--- config.mk ---
export PLATFORM = sky130hd
export DESIGN_NAME = vec_hazard_unit
export DESIGN_NICKNAME = d
export VERILOG_FILES = /design/src/rtl/vec_pipe_pkg.sv /design/src/rtl/vec_hazard_unit_fwd_prio_enc.sv /design/src/rtl/vec_hazard_unit.sv
export SDC_FILE = /design/constraint.sdc
export NUM_CORES = 1
export LEC_CHECK = 0
export ABC_AREA = 1
export CAP_MARGIN = 20
export CORE_ASPECT_RATIO = 2
export CORE_MARGIN = 5
export CORE_UTILIZATION = 50
export CTS_BUF_LIST = sky130_fd_sc_hd__clkbuf_8 sky130_fd_sc_hd__clkbuf_16
export DETAILED_ROUTE_END_ITERATION = 12
export HOLD_SLACK_MARGIN = 0.08
export PLACE_DENSITY = 0.81
export SLEW_MARGIN = 20
export SYNTH_ARGS = -nofsm -noshare
export SYNTH_HDL_FRONTEND = slang
export SYNTH_SLANG_ARGS = --single-unit
--- constraint.sdc ---
create_clock -name clk -period 1.88 [get_ports clk]
set_clock_uncertainty 0.15 [all_clocks]
set_input_delay 0.376 -clock clk [delete_from_list [all_inputs] [get_ports clk]]
set_output_delay 0.376 -clock clk [all_outputs]
set_load 0.02 [all_outputs]
--- src/rtl/vec_pipe_pkg.sv ---
// Shared types for the vector pipeline hazard logic.
//   sb_entry_t : one scoreboard stage (producer info plus the operand info of
//                the instruction sitting in that stage)
//   fwd_sel_t  : widest forwarding select (DEPTH up to 8 -> 3 bits)
//   BUBBLE     : empty stage
//   lane_match : does a stage write a given register in a given lane
// Struct fields are sized for the largest supported configuration.
// Narrower instances zero-extend addresses and masks into them.
package vec_pipe_pkg;

    localparam int SB_WA_MAX = 8;   // widest RF address supported
    localparam int SB_WV_MAX = 64;  // most lanes supported
    localparam int SB_WS_MAX = 3;   // select width for DEPTH = 8

    typedef logic [SB_WS_MAX-1:0] fwd_sel_t;

    typedef struct packed {
        logic                 valid;
        logic [SB_WA_MAX-1:0] dst;
        logic [SB_WV_MAX-1:0] we;
        logic                 is_load;
        logic [SB_WA_MAX-1:0] src_a;
        logic [SB_WA_MAX-1:0] src_b;
        logic                 use_a;
        logic                 use_b;
    } sb_entry_t;

    localparam sb_entry_t BUBBLE = '0;

    // A stage matches when it is live, targets the register being read and
    // actually writes this lane. A zero lane mask therefore never matches.
    function automatic logic lane_match(input sb_entry_t e,
                                        input logic [SB_WA_MAX-1:0] src,
                                        input logic [5:0] lane);
        return e.valid && (e.dst == src) && e.we[lane];
    endfunction

endpackage

--- src/rtl/vec_hazard_unit_fwd_prio_enc.sv ---
// Per-lane forwarding priority encoder.
// Ports:
//   match : bit k set when scoreboard stage k (1..DEPTH-1) supplies this lane
//   sel   : smallest set k (the newest producer), 0 when nothing matches
module fwd_prio_enc #(
    parameter  int DEPTH = 3,
    localparam int WS    = $clog2(DEPTH)
) (
    input  logic [DEPTH-1:1] match,
    output logic [WS-1:0]    sel
);

    // Walk from the oldest stage towards the newest so that the youngest
    // matching stage overwrites any older one.
    always_comb begin
        sel = '0;
        for (int k = DEPTH - 1; k >= 1; k--) begin
            if (match[k]) begin
                sel = WS'(k);
            end
        end
    end

endmodule

--- src/rtl/vec_hazard_unit.sv ---
// Hazard and forwarding controller for the vector pipeline.
// It keeps a DEPTH-stage scoreboard of in-flight RF writes (S0 = EXE ...
// S(DEPTH-1) = WB). It produces per-lane operand forwarding selects for the
// instruction in S0 and a load-use stall for the instruction in decode.
// Ports:
//   clk, rstn            clock, asynchronous active-low reset
//   adv                  pipeline advance; nothing moves while low
//   flush                taken jump: kill decode slot and the S0 instruction
//   dec_valid            decode slot holds an instruction
//   dec_src_a/b          operand addresses
//   dec_use_a/b          operand is actually read
//   dec_dst, dec_we      destination address and lane write mask
//   dec_is_load          destination data arrives from memory
//   stall                hold fetch/decode this cycle
//   fwd_sel_a/b          per-lane select, WS bits per lane: 0 = RF, k = stage k
//   stall_cnt, cnt_clr   saturating stall-cycle counter and its sync clear
module vec_hazard_unit
    import vec_pipe_pkg::*;
#(
    parameter  int WA_RF        = 4,
    parameter  int WIDTH_VECTOR = 16,
    parameter  int DEPTH        = 3,
    parameter  int LOAD_LAT     = 1,
    localparam int WS           = $clog2(DEPTH)
) (
    input  logic                       clk,
    input  logic                       rstn,
    input  logic                       adv,
    input  logic                       flush,
    input  logic                       dec_valid,
    input  logic [WA_RF-1:0]           dec_src_a,
    input  logic [WA_RF-1:0]           dec_src_b,
    input  logic                       dec_use_a,
    input  logic                       dec_use_b,
    input  logic [WA_RF-1:0]           dec_dst,
    input  logic [WIDTH_VECTOR-1:0]    dec_we,
    input  logic                       dec_is_load,
    output logic                       stall,
    output logic [WIDTH_VECTOR*WS-1:0] fwd_sel_a,
    output logic [WIDTH_VECTOR*WS-1:0] fwd_sel_b,
    output logic [15:0]                stall_cnt,
    input  logic                       cnt_clr
);

    sb_entry_t   sb_reg  [DEPTH];
    sb_entry_t   sb_next [DEPTH];
    sb_entry_t   dec_entry;
    logic [15:0] cnt_reg;
    logic [15:0] cnt_next;

    // Decode slot packed into scoreboard form (zero-extended into the struct).
    always_comb begin
        dec_entry         = BUBBLE;
        dec_entry.valid   = 1'b1;
        dec_entry.dst     = SB_WA_MAX'(dec_dst);
        dec_entry.we      = SB_WV_MAX'(dec_we);
        dec_entry.is_load = dec_is_load;
        dec_entry.src_a   = SB_WA_MAX'(dec_src_a);
        dec_entry.src_b   = SB_WA_MAX'(dec_src_b);
        dec_entry.use_a   = dec_use_a;
        dec_entry.use_b   = dec_use_b;
    end

    // ------------------------------------------------------------------
    // Load-use stall: a load whose data is not yet forwardable (stages
    // below LOAD_LAT) writing any lane the decoded instruction reads.
    // ------------------------------------------------------------------
    logic [LOAD_LAT-1:0] ld_hit;

    genvar gi, gj;
    generate
        for (gi = 0; gi < LOAD_LAT; gi++) begin : g_ld_stage
            logic [WIDTH_VECTOR-1:0] lane_hit;
            for (gj = 0; gj < WIDTH_VECTOR; gj++) begin : g_ld_lane
                assign lane_hit[gj] = sb_reg[gi].is_load &&
                    ((dec_use_a && lane_match(sb_reg[gi], dec_entry.src_a, 6'(gj))) ||
                     (dec_use_b && lane_match(sb_reg[gi], dec_entry.src_b, 6'(gj))));
            end
            assign ld_hit[gi] = |lane_hit;
        end
    endgenerate

    // A flushed decode slot is discarded anyway, so it must not hold the pipe.
    assign stall = dec_valid && !flush && (|ld_hit);

    // ------------------------------------------------------------------
    // Per-lane forwarding for the S0 operands. Only stages 1..DEPTH-1 are
    // candidates; S0 never forwards to itself, so dst==src inside one
    // instruction reads the older value.
    // ------------------------------------------------------------------
    logic s0_rd_a;
    logic s0_rd_b;

    assign s0_rd_a = sb_reg[0].valid && sb_reg[0].use_a;
    assign s0_rd_b = sb_reg[0].valid && sb_reg[0].use_b;

    generate
        for (gi = 0; gi < WIDTH_VECTOR; gi++) begin : g_lane
            logic [DEPTH-1:1] match_a;
            logic [DEPTH-1:1] match_b;
            for (gj = 1; gj < DEPTH; gj++) begin : g_stage
                assign match_a[gj] = s0_rd_a && lane_match(sb_reg[gj], sb_reg[0].src_a, 6'(gi));
                assign match_b[gj] = s0_rd_b && lane_match(sb_reg[gj], sb_reg[0].src_b, 6'(gi));
            end

            fwd_prio_enc #(.DEPTH(DEPTH)) u_enc_a (
                .match (match_a),
                .sel   (fwd_sel_a[gi*WS +: WS])
            );

            fwd_prio_enc #(.DEPTH(DEPTH)) u_enc_b (
                .match (match_b),
                .sel   (fwd_sel_b[gi*WS +: WS])
            );
        end
    endgenerate

    // ------------------------------------------------------------------
    // Scoreboard shift register. A flush kills the instruction currently in
    // S0, so the slot it moves into (S1) becomes a bubble as well.
    // ------------------------------------------------------------------
    always_comb begin
        sb_next = sb_reg;
        if (adv) begin
            for (int k = DEPTH - 1; k >= 1; k--) begin
                sb_next[k] = sb_reg[k-1];
            end
            if (flush) begin
                sb_next[1] = BUBBLE;
            end
            if (flush || stall || !dec_valid) begin
                sb_next[0] = BUBBLE;
            end else begin
                sb_next[0] = dec_entry;
            end
        end
    end

    always_ff @(posedge clk or negedge rstn) begin
        if (!rstn) begin
            for (int k = 0; k < DEPTH; k++) begin
                sb_reg[k] <= BUBBLE;
            end
        end else begin
            sb_reg <= sb_next;
        end
    end

    // ------------------------------------------------------------------
    // Stall-cycle counter: counts cycles where the pipe advanced around a
    // stall, saturates, and the clear takes precedence over counting.
    // ------------------------------------------------------------------
    always_comb begin
        cnt_next = cnt_reg;
        if (cnt_clr) begin
            cnt_next = '0;
        end else if (stall && adv && (cnt_reg != 16'hFFFF)) begin
            cnt_next = cnt_reg + 16'd1;
        end
    end

    always_ff @(posedge clk or negedge rstn) begin
        if (!rstn) begin
            cnt_reg <= '0;
        end else begin
            cnt_reg <= cnt_next;
        end
    end

    assign stall_cnt = cnt_reg;

endmodule

## Yosys cells after proc, flatten, opt, wreduce, memory -nomap -nowiden

Index checks and enable logic that the tools add are counted.

| operators by class | value |
|---|---|
| reductions and logical operators | 242 |
| eq/ne operators | 7 |
| mux-type cells | 68 |
| $add $sub $neg | 1 |

Operators with widths:

| kind | number |
|---|---|
| 1-bit logical AND | 220 |
| 92-bit 2-to-1 mux | 2 |
| 2-bit 2-to-1 mux | 64 |
| 8-bit equality test | 4 |
| 16-bit 2-to-1 mux | 2 |
| 1-bit logical OR | 18 |
| 16-bit by 1-bit adder with 16-bit output (second input constant) | 1 |
| 8-bit by 4-bit equality test with 1-bit output | 2 |
| 16-bit inequality test (second input constant) | 1 |
| 16-bit OR reduction | 1 |
| 1-bit zero test | 2 |
| 2-bit nonzero test | 1 |

| word-level totals | value |
|---|---|
| output and inout port bits | 81 |
| bits in registers | 158 |
| logic and storage cells | 333 |

## Longest topological paths before layout

| logic depth | value |
|---|---|
| word-level depth | 12 |
| mapped depth | 11 |
| gate-level depth less buffers | 10 |

## By module

A second synthesis with hierarchy kept.

| unflattened totals | value |
|---|---|
| cells, all modules | 689 |
| area, all modules | 5,300.1 um^2 |

By module, submodules not included:

| module | area an instance (um^2) | cells an instance | sequential area each (um^2) | times used |
|---|---|---|---|---|
| vec_hazard_unit | 4,739.5 | 593 | 2,252.2 | 1 |
| fwd_prio_enc | 17.5 | 3 | 0.0 | 32 |

## Worst setup path after synthesis

No wires, ideal clock.

| path | value |
|---|---|
| path kind | register to output |
| from | register sb_reg[188] (netlist name) |
| to | output fwd_sel_b[15] |
| required time | 1,354 ps |
| arrival time | 1,612 ps |
| cell stages (with the launch flop) | 7 |
| buffers on the path | 0 |
| slack | -258 ps |
| cell sequence | dfrtp_1 > inv_1 > nand2_1 > a21oi_1 > nand3_1 > nor3_1 > nor2_1 |

| between the ends | value |
|---|---|
| longest elaborated chain between the ends | 6 |

Ends and longest elaborated chain:

| item | RTL line | RTL |
|---|---|---|
| start, declared | vec_hazard_unit.sv:45 | `sb_entry_t sb_reg [DEPTH];` |
| start signal, assigned | vec_hazard_unit.sv:145 | `sb_reg <= sb_next;` |
| 8-bit equality test | vec_pipe_pkg.sv:35 | `return e.valid && (e.dst == src) && e.we[lane];` |
| 1-bit logical AND (2 in a row) | vec_pipe_pkg.sv:35 |  |
| 1-bit logical AND | vec_hazard_unit.sv:103 | `assign match_b[gj] = s0_rd_b && lane_match(sb_reg[gj], sb_reg[0].src_b, 6'(gi));` |
| 2-bit 2-to-1 mux | vec_hazard_unit_fwd_prio_enc.sv:18 | `if (match[k]) begin` |
| 2-bit 2-to-1 mux (*) | vec_hazard_unit_fwd_prio_enc.sv:18 |  |
| end, declared | vec_hazard_unit.sv:40 | `output logic [WIDTH_VECTOR*WS-1:0] fwd_sel_b,` |

Every way passes the cells marked *; elsewhere a longest branch is shown, timed or not.

## Final worst setup path

| path | value |
|---|---|
| from | register sb_reg[177] (netlist name) |
| to | output fwd_sel_b[29] |

| between the ends | value |
|---|---|
| longest elaborated chain between the ends | 5 |

Ends and longest elaborated chain:

| item | RTL line |
|---|---|
| 8-bit equality test | vec_pipe_pkg.sv:35 |
| 1-bit logical AND (2 in a row) | vec_pipe_pkg.sv:35 |
| 1-bit logical AND | vec_hazard_unit.sv:103 |
| 2-bit 2-to-1 mux | vec_hazard_unit_fwd_prio_enc.sv:18 |

No other way between the ends.

==> results.cfg <==
[die]
initial_core_util = 0.505
io_pins = 118
core_mm2 = 0.00964
rows = 51
fp.dieW_um = 79.8
die_area_mm2 = 0.0119
die_y_um = 150

[global_routing]
overflow = 0
grt_pass1_wl_mm = 28.7
grt.total_usage = 0.313
antenna_found_initial = 0
grt_pass1_vias = 5729
grt_max_degree = 57

[placed_design]
place_ws_ps = -820
placement.cell_area_mm2 = 0.00707
place_congestion = 0.919
io_buffers = 117
hpwlAfterDp_mm = 12.1

[route]
drc = 0
drt_wl_total_mm = 21.9
wl_per_cell_um = 22.6
antenna_left = 0
vias = 5959
first_iter_violations = 674
vias_per_cell = 6.13
first_pass_iters = 7

[cts]
cts_buffer_depth = 2
cts_num_sinks = 90
cts_buffers = 9
clk_latency_ps = 340
cts_tree = built
cts_max_level = 3
path_clk_slew_ps = 60
cts_root_buffer = clkbuf_16

[pwr]
swShare = 0.275
p_switching_w = 0.00132
finalPower_w = 0.00479
p_int_w = 0.00347
power_per_cell_area_mw_per_mm2 = 570
cellLeakagePower_nw = 4.18
p_seq_frac = 0.441
pwr-share-clk = 0.379
ir_worst_vdd_mv = 0.545
power.combinational.fraction = 0.180

[sta]
slew_violations = 0
fin_ws_ps = -707
fmax_ghz = 0.387
rsz0062_at_grt = true
setup_viol = 79
slew_headroom = 0.614
worst_pin_slew_ps = 578
min_period_over_period = 1.38
timing_hold_violations_final = 0
period_minus_slack_ps = 2590

[outcome]
violations = negative setup slack
status = finished with violations

[layout]
layout.nets = 873
postLayoutCellArea_mm2 = 0.00841
area_delta_synth_final_pct = 72.8
insertedDiodeCount = 0
fin_util = 0.873
nFillCells = 430
layout-drive-gt1-share = 0.452
largest_reg_flops = 74

[critical_path]
critical_path.startpoint = sb_reg[177]
start_kind = flop
required_ps = 1350
worstPathArrival_ps = 2060
cp-end-kind = output pin
path_class = flop to output pin
r2r-start = sb_reg[268]
cp_max_fo = 4

[synth]
yosys_warnings = 0
ys_async_sr_fraction = 1.00
yosysSeqAreaShare = 0.463
netlist.area_leader.share = 0.463
netlist_instances = 616
yosys-top-cells-area = dfrtp_1 46%, nand3_1 8.9%, nand2_1 7.6%, inv_1 5.6%, o22ai_1 4.2%
synth_nets = 654
synth_common_cells = 98 x nand2_1, 90 x dfrtp_1, 87 x nand3_1
ys_types = 33
synth.avg_cell_area_um2 = 7.90
yosysMostFrequentCell = nand2_1
synthesis.area_mm2 = 0.00487
synth-edff-count = 0
ys.flop_type = dfrtp_1
synth_seq_cells = 90
yosys.area.top_type = dfrtp_1

[job]
maxCapViolCount = 0

[min_path]
hold_path_class = input pin to flop
worstHoldStart = dec_src_b[1]
==> metal layers <==
layer / GRT usage / share of wire
met2: 0.587 / 0.53
met5: 0 / 0
met3: 0.0506 / 0.072
met4: 0.152 / 0.074
met1: 0.330 / 0.32
==> worst paths after layout <==
check	end	slack [ps]	cells after the start
setup reg to reg	stall_cnt[2]	0	12
max in group asynchronous	stall_cnt[7]	630	3
setup / recovery	fwd_sel_b[29]	-710	9
min in group asynchronous	sb_reg[116]	370	2
hold / removal	sb_reg[187]	330	3
hold reg to reg	sb_reg[184]	340	2
==> what timing repair did <==
action / in CTS / in global routing
gates resized for setup: 446 / 117
hold endpoints to repair: 21 / 0
cloned: 2 / 3
buffers inserted: 12 / 23
pin swaps: 18 / 21
hold buffers: 1 / 0
endpoints found under the setup margin: 103 / 86
==> worst max-delay path, cell delays in order, from the launching register on <==
cell and delay [ps]:
dfrtp_1 440, clkinv_2 100, nand2_2 70, a21oi_4 190
buf_4 150, nand3_4 170, nor3_4 290, buf_6 140
nor2_4 30, buf_6 120
==> final cells by class <==
class	instances	area, um2	share of cell area
Clock inverter	5	52.6	0.00625
Clock buffer	11	253	0.0301
Inverter	86	329	0.0391
Timing Repair Buffer	236	2310	0.275
Tap cell	132	165	0.0196
Sequential cell	90	2260	0.269
Multi-Input combinational cell	412	3040	0.361
==> cells by family after synthesis <==
| kind of cell | count (synthesis) | share of synthesized area |
|---|---|---|
| AOI/OAI and AO/OA | 104 | 0.116 |
| xor gates and xnor gates | 14 | 0.0252 |
| adders and majority gates | 1 | 0.00257 |
| buffers and inverters | 116 | 0.0972 |
| DFF | 90 | 0.463 |
| and+or+nand+nor | 291 | 0.296 |
==> metrics by stage <==
stage | hold slack, ps | cells | setup TNS, ps
5_1_grt | 347 | 972 | -41410
3_3_place_gp | 143 | 918 | -47630
4_1_cts | 307 | 949 | -28850
3_5_place_dp | 148 | 918 | -53410
2_1_floorplan | -69.6 | 616 | -786
6_report | 334 | 972 | -36280
==> layout by cell type, fill, tap and decap left out, drive strengths merged, types with 13 or more instances in the layout <==
| cell type | synthesis | layout |
|---|---|---|
| nor3 | 35 | 35 |
| nand3 | 99 | 100 |
| nor2 | 51 | 51 |
| clkdlybuf4s50 | 0 | 25 |
| inv | 84 | 84 |
| dfrtp | 90 | 90 |
| dlygate4sd2 | 0 | 24 |
| a21oi | 20 | 20 |
| o22ai | 33 | 33 |
| o21ai | 51 | 51 |
| clkbuf | 15 | 13 |
| nand2 | 101 | 101 |
| buf | 15 | 183 |
==> power groups by stage <==
stage | Combinational (W) | Clock, W | Sequential (W)
floorplan | 0.000302 | 0 | 0.00210
global placement | 0.000596 | 0 | 0.00211
detailed placement | 0.000616 | 0 | 0.00212
CTS | 0.000721 | 0.00183 | 0.00209
global route | 0.000907 | 0.00192 | 0.00211
finish | 0.000863 | 0.00182 | 0.00211
Note: power is estimated with default switching activity, not from simulation.
